<file path="config.mk">
export PLATFORM = sky130hd
export DESIGN_NAME = viterbi_decoder
export DESIGN_NICKNAME = d
export VERILOG_FILES = /design/src/rtl/viterbi_pkg.sv /design/src/rtl/viterbi_acs.sv /design/src/rtl/viterbi_decoder.sv
export SDC_FILE = /design/constraint.sdc
export NUM_CORES = 1
export LEC_CHECK = 0
export BUFFER_PORTS_ARGS = -buffer_cell sky130_fd_sc_hd__buf_2
export CORE_UTILIZATION = 42
export DETAILED_ROUTE_END_ITERATION = 10
export GPL_TIMING_DRIVEN = 0
export PLACE_DENSITY = 0.57
export SLEW_MARGIN = 20
export SYNTH_ARGS = -nofsm -noshare
export SYNTH_HDL_FRONTEND = slang
export SYNTH_SLANG_ARGS = --single-unit
export TNS_END_PERCENT = 10
</file>
<file path="constraint.sdc">
create_clock -name clk -period 13.3 [get_ports clk]
set_clock_uncertainty 0.1 [all_clocks]
set_input_delay 1.33 -clock clk [delete_from_list [all_inputs] [get_ports clk]]
set_output_delay 1.33 -clock clk [all_outputs]
set_load 0.01 [all_outputs]
</file>
<file path="src/rtl/viterbi_pkg.sv">
// viterbi_pkg
//   Shared definitions for the rate-1/2, K=3 convolutional code
//   (G0=111, G1=101) used by viterbi_encoder, viterbi_decoder and the benches.
//   Contents: code constants, initial path metric, expected_sym() and a
//   2-bit Hamming-distance helper.
package viterbi_pkg;

   localparam int K       = 3;
   localparam int NSTATES = 4;
   localparam logic [K-1:0] G0 = 3'b111;
   localparam logic [K-1:0] G1 = 3'b101;
   localparam int INIT_PM = 16;

   // Code symbol {g0,g1} emitted when bit b enters the encoder in state
   // s={x[n-1],x[n-2]}. The shift register is laid out as {b, s[1], s[0]}.
   function automatic logic [1:0] expected_sym(input logic [1:0] state, input logic b);
      logic [K-1:0] taps;
      taps = {b, state};
      return {^(taps & G0), ^(taps & G1)};
   endfunction

   // Hamming distance between two 2-bit symbols (0..2).
   function automatic logic [1:0] hamming2(input logic [1:0] a, input logic [1:0] c);
      logic [1:0] d;
      d = a ^ c;
      return {1'b0, d[1]} + {1'b0, d[0]};
   endfunction

endpackage

</file>
<file path="src/rtl/viterbi_acs.sv">
// viterbi_acs
//   Compare-select half of one add-compare-select cell. The adds are done by
//   the caller so this cell stays a pure two-way minimum.
//   Ports:
//     cand_a  in  MW+1  candidate metric through predecessor sa={p,0}
//     cand_b  in  MW+1  candidate metric through predecessor sb={p,1}
//     metric  out MW+1  surviving (minimum) candidate
//     dec     out 1     1 when sb survives
module viterbi_acs #(
   parameter int MW = 6
) (
   input  logic [MW:0] cand_a,
   input  logic [MW:0] cand_b,
   output logic [MW:0] metric,
   output logic        dec
);

   // sb must be strictly better; equal metrics keep sa.
   assign dec    = (cand_b < cand_a);
   assign metric = dec ? cand_b : cand_a;

endmodule

</file>
<file path="src/rtl/viterbi_decoder.sv">
// viterbi_decoder
//   Hard-decision Viterbi decoder for the rate-1/2, K=3 code (G0=111, G1=101).
//   4-state ACS with min-subtraction normalisation and register-exchange
//   survivors of TB_DEPTH bits. One decoded bit per accepted symbol once the
//   survivors are full; bit k leaves on the edge accepting symbol k+TB_DEPTH-1.
//   Ports:
//     clk        in  1  rising-edge clock
//     reset      in  1  asynchronous active-high reset
//     in_valid   in  1  y accepted on this edge
//     y          in  2  received symbol, y[1]=g0, y[0]=g1
//     out_valid  out 1  registered, one pulse per decoded bit
//     x_hat      out 1  registered decoded bit
module viterbi_decoder
   import viterbi_pkg::*;
#(
   parameter int TB_DEPTH = 16,
   parameter int MW       = 6
) (
   input  logic       clk,
   input  logic       reset,
   input  logic       in_valid,
   input  logic [1:0] y,
   output logic       out_valid,
   output logic       x_hat
);

   localparam int FW = $clog2(TB_DEPTH);
   localparam logic [FW-1:0] FILL_MAX = FW'(TB_DEPTH - 1);
   localparam logic [MW-1:0] PM_INIT  = MW'(INIT_PM);

   logic [NSTATES-1:0][MW-1:0]       pm_reg;
   logic [NSTATES-1:0][MW-1:0]       pm_next;
   logic [NSTATES-1:0][TB_DEPTH-1:0] sv_reg;
   logic [NSTATES-1:0][TB_DEPTH-1:0] sv_next;
   logic [FW-1:0]                    fill_reg;

   logic [NSTATES-1:0][MW:0] acs_metric;
   logic [NSTATES-1:0]       acs_dec;
   logic [MW:0]              min_metric;
   logic [1:0]               best;

   // One ACS cell per next state ns={b,p}; predecessors are {p,0} and {p,1}.
   generate
      for (genvar gi = 0; gi < NSTATES; gi++) begin : g_state
         localparam int   P    = gi % 2;
         localparam int   SA   = 2 * P;
         localparam int   SB   = SA + 1;
         localparam logic NS_B = 1'(gi / 2);

         logic [1:0] bm_a;
         logic [1:0] bm_b;
         logic [MW:0] cand_a;
         logic [MW:0] cand_b;

         assign bm_a   = hamming2(y, expected_sym(2'(SA), NS_B));
         assign bm_b   = hamming2(y, expected_sym(2'(SB), NS_B));
         assign cand_a = {1'b0, pm_reg[SA]} + (MW+1)'(bm_a);
         assign cand_b = {1'b0, pm_reg[SB]} + (MW+1)'(bm_b);

         viterbi_acs #(.MW(MW)) u_acs (
            .cand_a (cand_a),
            .cand_b (cand_b),
            .metric (acs_metric[gi]),
            .dec    (acs_dec[gi])
         );

         // Winners never exceed the minimum by more than INIT_PM+4, so the
         // normalised value always fits back into MW bits.
         assign pm_next[gi] = MW'(acs_metric[gi] - min_metric);

         assign sv_next[gi] = {acs_dec[gi] ? sv_reg[SB][TB_DEPTH-2:0]
                                           : sv_reg[SA][TB_DEPTH-2:0], NS_B};
      end
   endgenerate

   // Minimum winner and the lowest-index state that holds it.
   always_comb begin
      min_metric = acs_metric[0];
      best       = 2'd0;
      for (int i = 1; i < NSTATES; i++) begin
         if (acs_metric[i] < min_metric) begin
            min_metric = acs_metric[i];
            best       = 2'(i);
         end
      end
   end

   always_ff @(posedge clk or posedge reset) begin
      if (reset) begin
         for (int i = 0; i < NSTATES; i++) begin
            pm_reg[i] <= (i == 0) ? '0 : PM_INIT;
         end
         sv_reg    <= '0;
         fill_reg  <= '0;
         out_valid <= 1'b0;
         x_hat     <= 1'b0;
      end else begin
         out_valid <= 1'b0;
         if (in_valid) begin
            pm_reg <= pm_next;
            sv_reg <= sv_next;
            if (fill_reg != FILL_MAX) begin
               fill_reg <= fill_reg + FW'(1);
            end
            // fill_reg still counts the symbols before this one, so the
            // first pulse lands on the TB_DEPTH-th accepted symbol.
            out_valid <= (fill_reg >= FILL_MAX);
            x_hat     <= sv_next[best][TB_DEPTH-1];
         end
      end
   end

endmodule
</file>
==> results.toml <==
[finish]
layout_common_cells = "nor2_1, a21oi_1, dfrtp_1"
final_common_cell = "nor2_1"
diodes = 0
largest_register_ffs = 55
fin_nets = 1031
drive_gt1_share_pct = 9.47
nFillCells = 1826
final_core_util_pct = 46.5
stdcell_count = 1205
syn_to_final_growth_pct = 8.56

[yosys]
syn_inst = 949
syn_avg_cell_area_sq_um = 8.41
ys.flop_type = "dfrtp_1"
yosys_warnings = 0
synth-seq-cells = 85
synth_cell_types = 87
ys_seq_area_share_pct = 26.7
synthArstFlopShare_pct = 100
syn-cell-area_sq_mm = 0.00798
synth_edf_count = 0
synth_nets = 1014

[sta]
period_needed_ns = 11.72
fin_crit_sh_pct = 88.1
fmax_ghz = 0.0853
hold_viol = 0
relSlewSlack_pct = 41.9
setup_slack_ns = 1.58
slew_violations = 0
final.setup.tns_ns = 0
tightest_slew_ns = 0.872
rsz0062_at_grt = "no"
setup_viol = 0

[detailed_routing]
via_per_inst = 5.89
wirelength_mm = 22.3
drt-initial-drc-count = 516
dr.pass1.iters = 6
wl_per_cell_um = 18.5
route.vias.total = 7103
drc = 0
postRouteAntennaNets = 0

[job]
cap_viol_max_count = 0

[worst_setup_path]
cp_data_required_time_ns = 13.39
arrival_ns = 11.81
cp_slowest_cell = "clkbuf_1"
setup.worst_path.end_class = "register"
cp-start-kind = "input port"
cpPeakStageDelay_ns = 0.57
cp.buffers_inverters = 4
critPathKind = "in2reg"
cp_common_cell = "ha_1"
cpLargestDelayFamily = "compound AO/OA/AOI/OAI gates"
crit_fanout = 10

[floorplan]
die_area_sq_mm = 0.0196
rows = 50
die_x_um = 140
start_util_pct = 42.8
core_sq_mm = 0.0186
pin_count = 7
fp.dieH_um = 140

[global_route]
overflow = 0
grt_util_all_layers_pct = 23.6
grt_antenna_before_repair = 0
grt_max_degree = 55
grt_pass1_wl_mm = 36.0
grt_pass1_vias = 6573

[cts]
cts_buffers = 9
cts_buffer_depth = 2
ctsResizeCount = 0
insertion_delay_ns = 0.34
cts_tree = "yes"
cts_setup_buffers = 0
cts.sinks = 85
cts_root_buffer = "clkbuf_16"
clkSlewWorstSetupHoldPaths_ns = 0.06
cts-hold-fix-buffers = 0
htreeDepth = 3

[place]
numPortBuffers = 5
gp_congestion = 0.894
placed_cells = 1189
dp_hpwl_mm = 17.5
pre_cts_ws_ns = 1.32

[worst_hold_path]
min_path_type = "reg2reg"

[outcome]
run_status = "finished, final reports clean"
per-stage QoR:
step | hold slack, ns | area, sq um
floorplan | 0.337 | 7980
global placement | 0.348 | 8300
detailed placement | 0.352 | 8330
CTS | 0.366 | 8670
global route | 0.377 | 8670
finish | 0.362 | 8670
layout make-up:
type / instances / area, sq um / area share [%]
clock buffers: 11 / 253 / 2.92
repair buffers: 6 / 52.6 / 0.606
multi-input cells: 766 / 5450 / 62.9
well taps: 234 / 293 / 3.38
clock inverters: 5 / 82.6 / 0.953
inverters: 49 / 186 / 2.15
flip-flops and latches: 85 / 2130 / 24.6
plain buffers: 49 / 218 / 2.51
path summary, 6_finish.rpt:
path / startpoint / end / slack (ns) / cells after the start
min in group asynchronous: reset / sv_reg[48] / 0.90 / 2
hold / removal: sv_reg[48] / sv_reg[48] / 0.36 / 1
max in group asynchronous: reset / pm_reg[10] / 11.53 / 3
setup / recovery: y[0] / pm_reg[17] / 1.58 / 42
setup reg to reg: pm_reg[7] / pm_reg[17] / 2.73 / 40
hold reg to reg: sv_reg[48] / sv_reg[48] / 0.36 / 1
routing by layer:
layer | vias to the layer above | GRT usage [%] | wire length [um]
li1 | 3471 | - | -
met1 | 3446 | 32.4 | 10500
met2 | 157 | 39.4 | 10600
met3 | 29 | 2.24 | 788
met4 | 0 | 7.06 | 452
met5 | - | 0 | 0
synth_stat cells, drive strengths merged (7+ instances only):
cell	n	area share, %
a21oi	109	6.9
nor2	109	5.1
dfrtp	82	26
mux2i	69	9.0
ha	60	9.4
nand2	57	2.7
inv	48	2.3
xnor2	41	4.5
o21ai	40	2.7
clkbuf	35	1.7
a21o	19	1.8
nand3	19	1.2
xor2	18	2.0
a31oi	17	1.6
mux2	15	2.2
buf	14	1.1
nand2b	14	1.1
and2	12	0.97
nor3	12	0.82
o22ai	12	1.0
nor2b	11	0.86
o31ai	9	1.2
and3	8	0.69
a211oi	7	0.72
or2	7	0.55
cell families after synthesis:
| logic type | after synthesis | synth area share, % |
|---|---|---|
| AOI/OAI and AO/OA | 288 | 24.8 |
| xor gates and xnor gates | 59 | 6.47 |
| DFF | 85 | 26.7 |
| muxes | 84 | 11.1 |
| buffers and inverters | 98 | 5.03 |
| and+or+nand+nor | 272 | 16.1 |
| adders and majority gates | 63 | 9.78 |
Power is not shown: default switching activity piles up to over one toggle a cycle in this logic, so the estimate is an artifact.
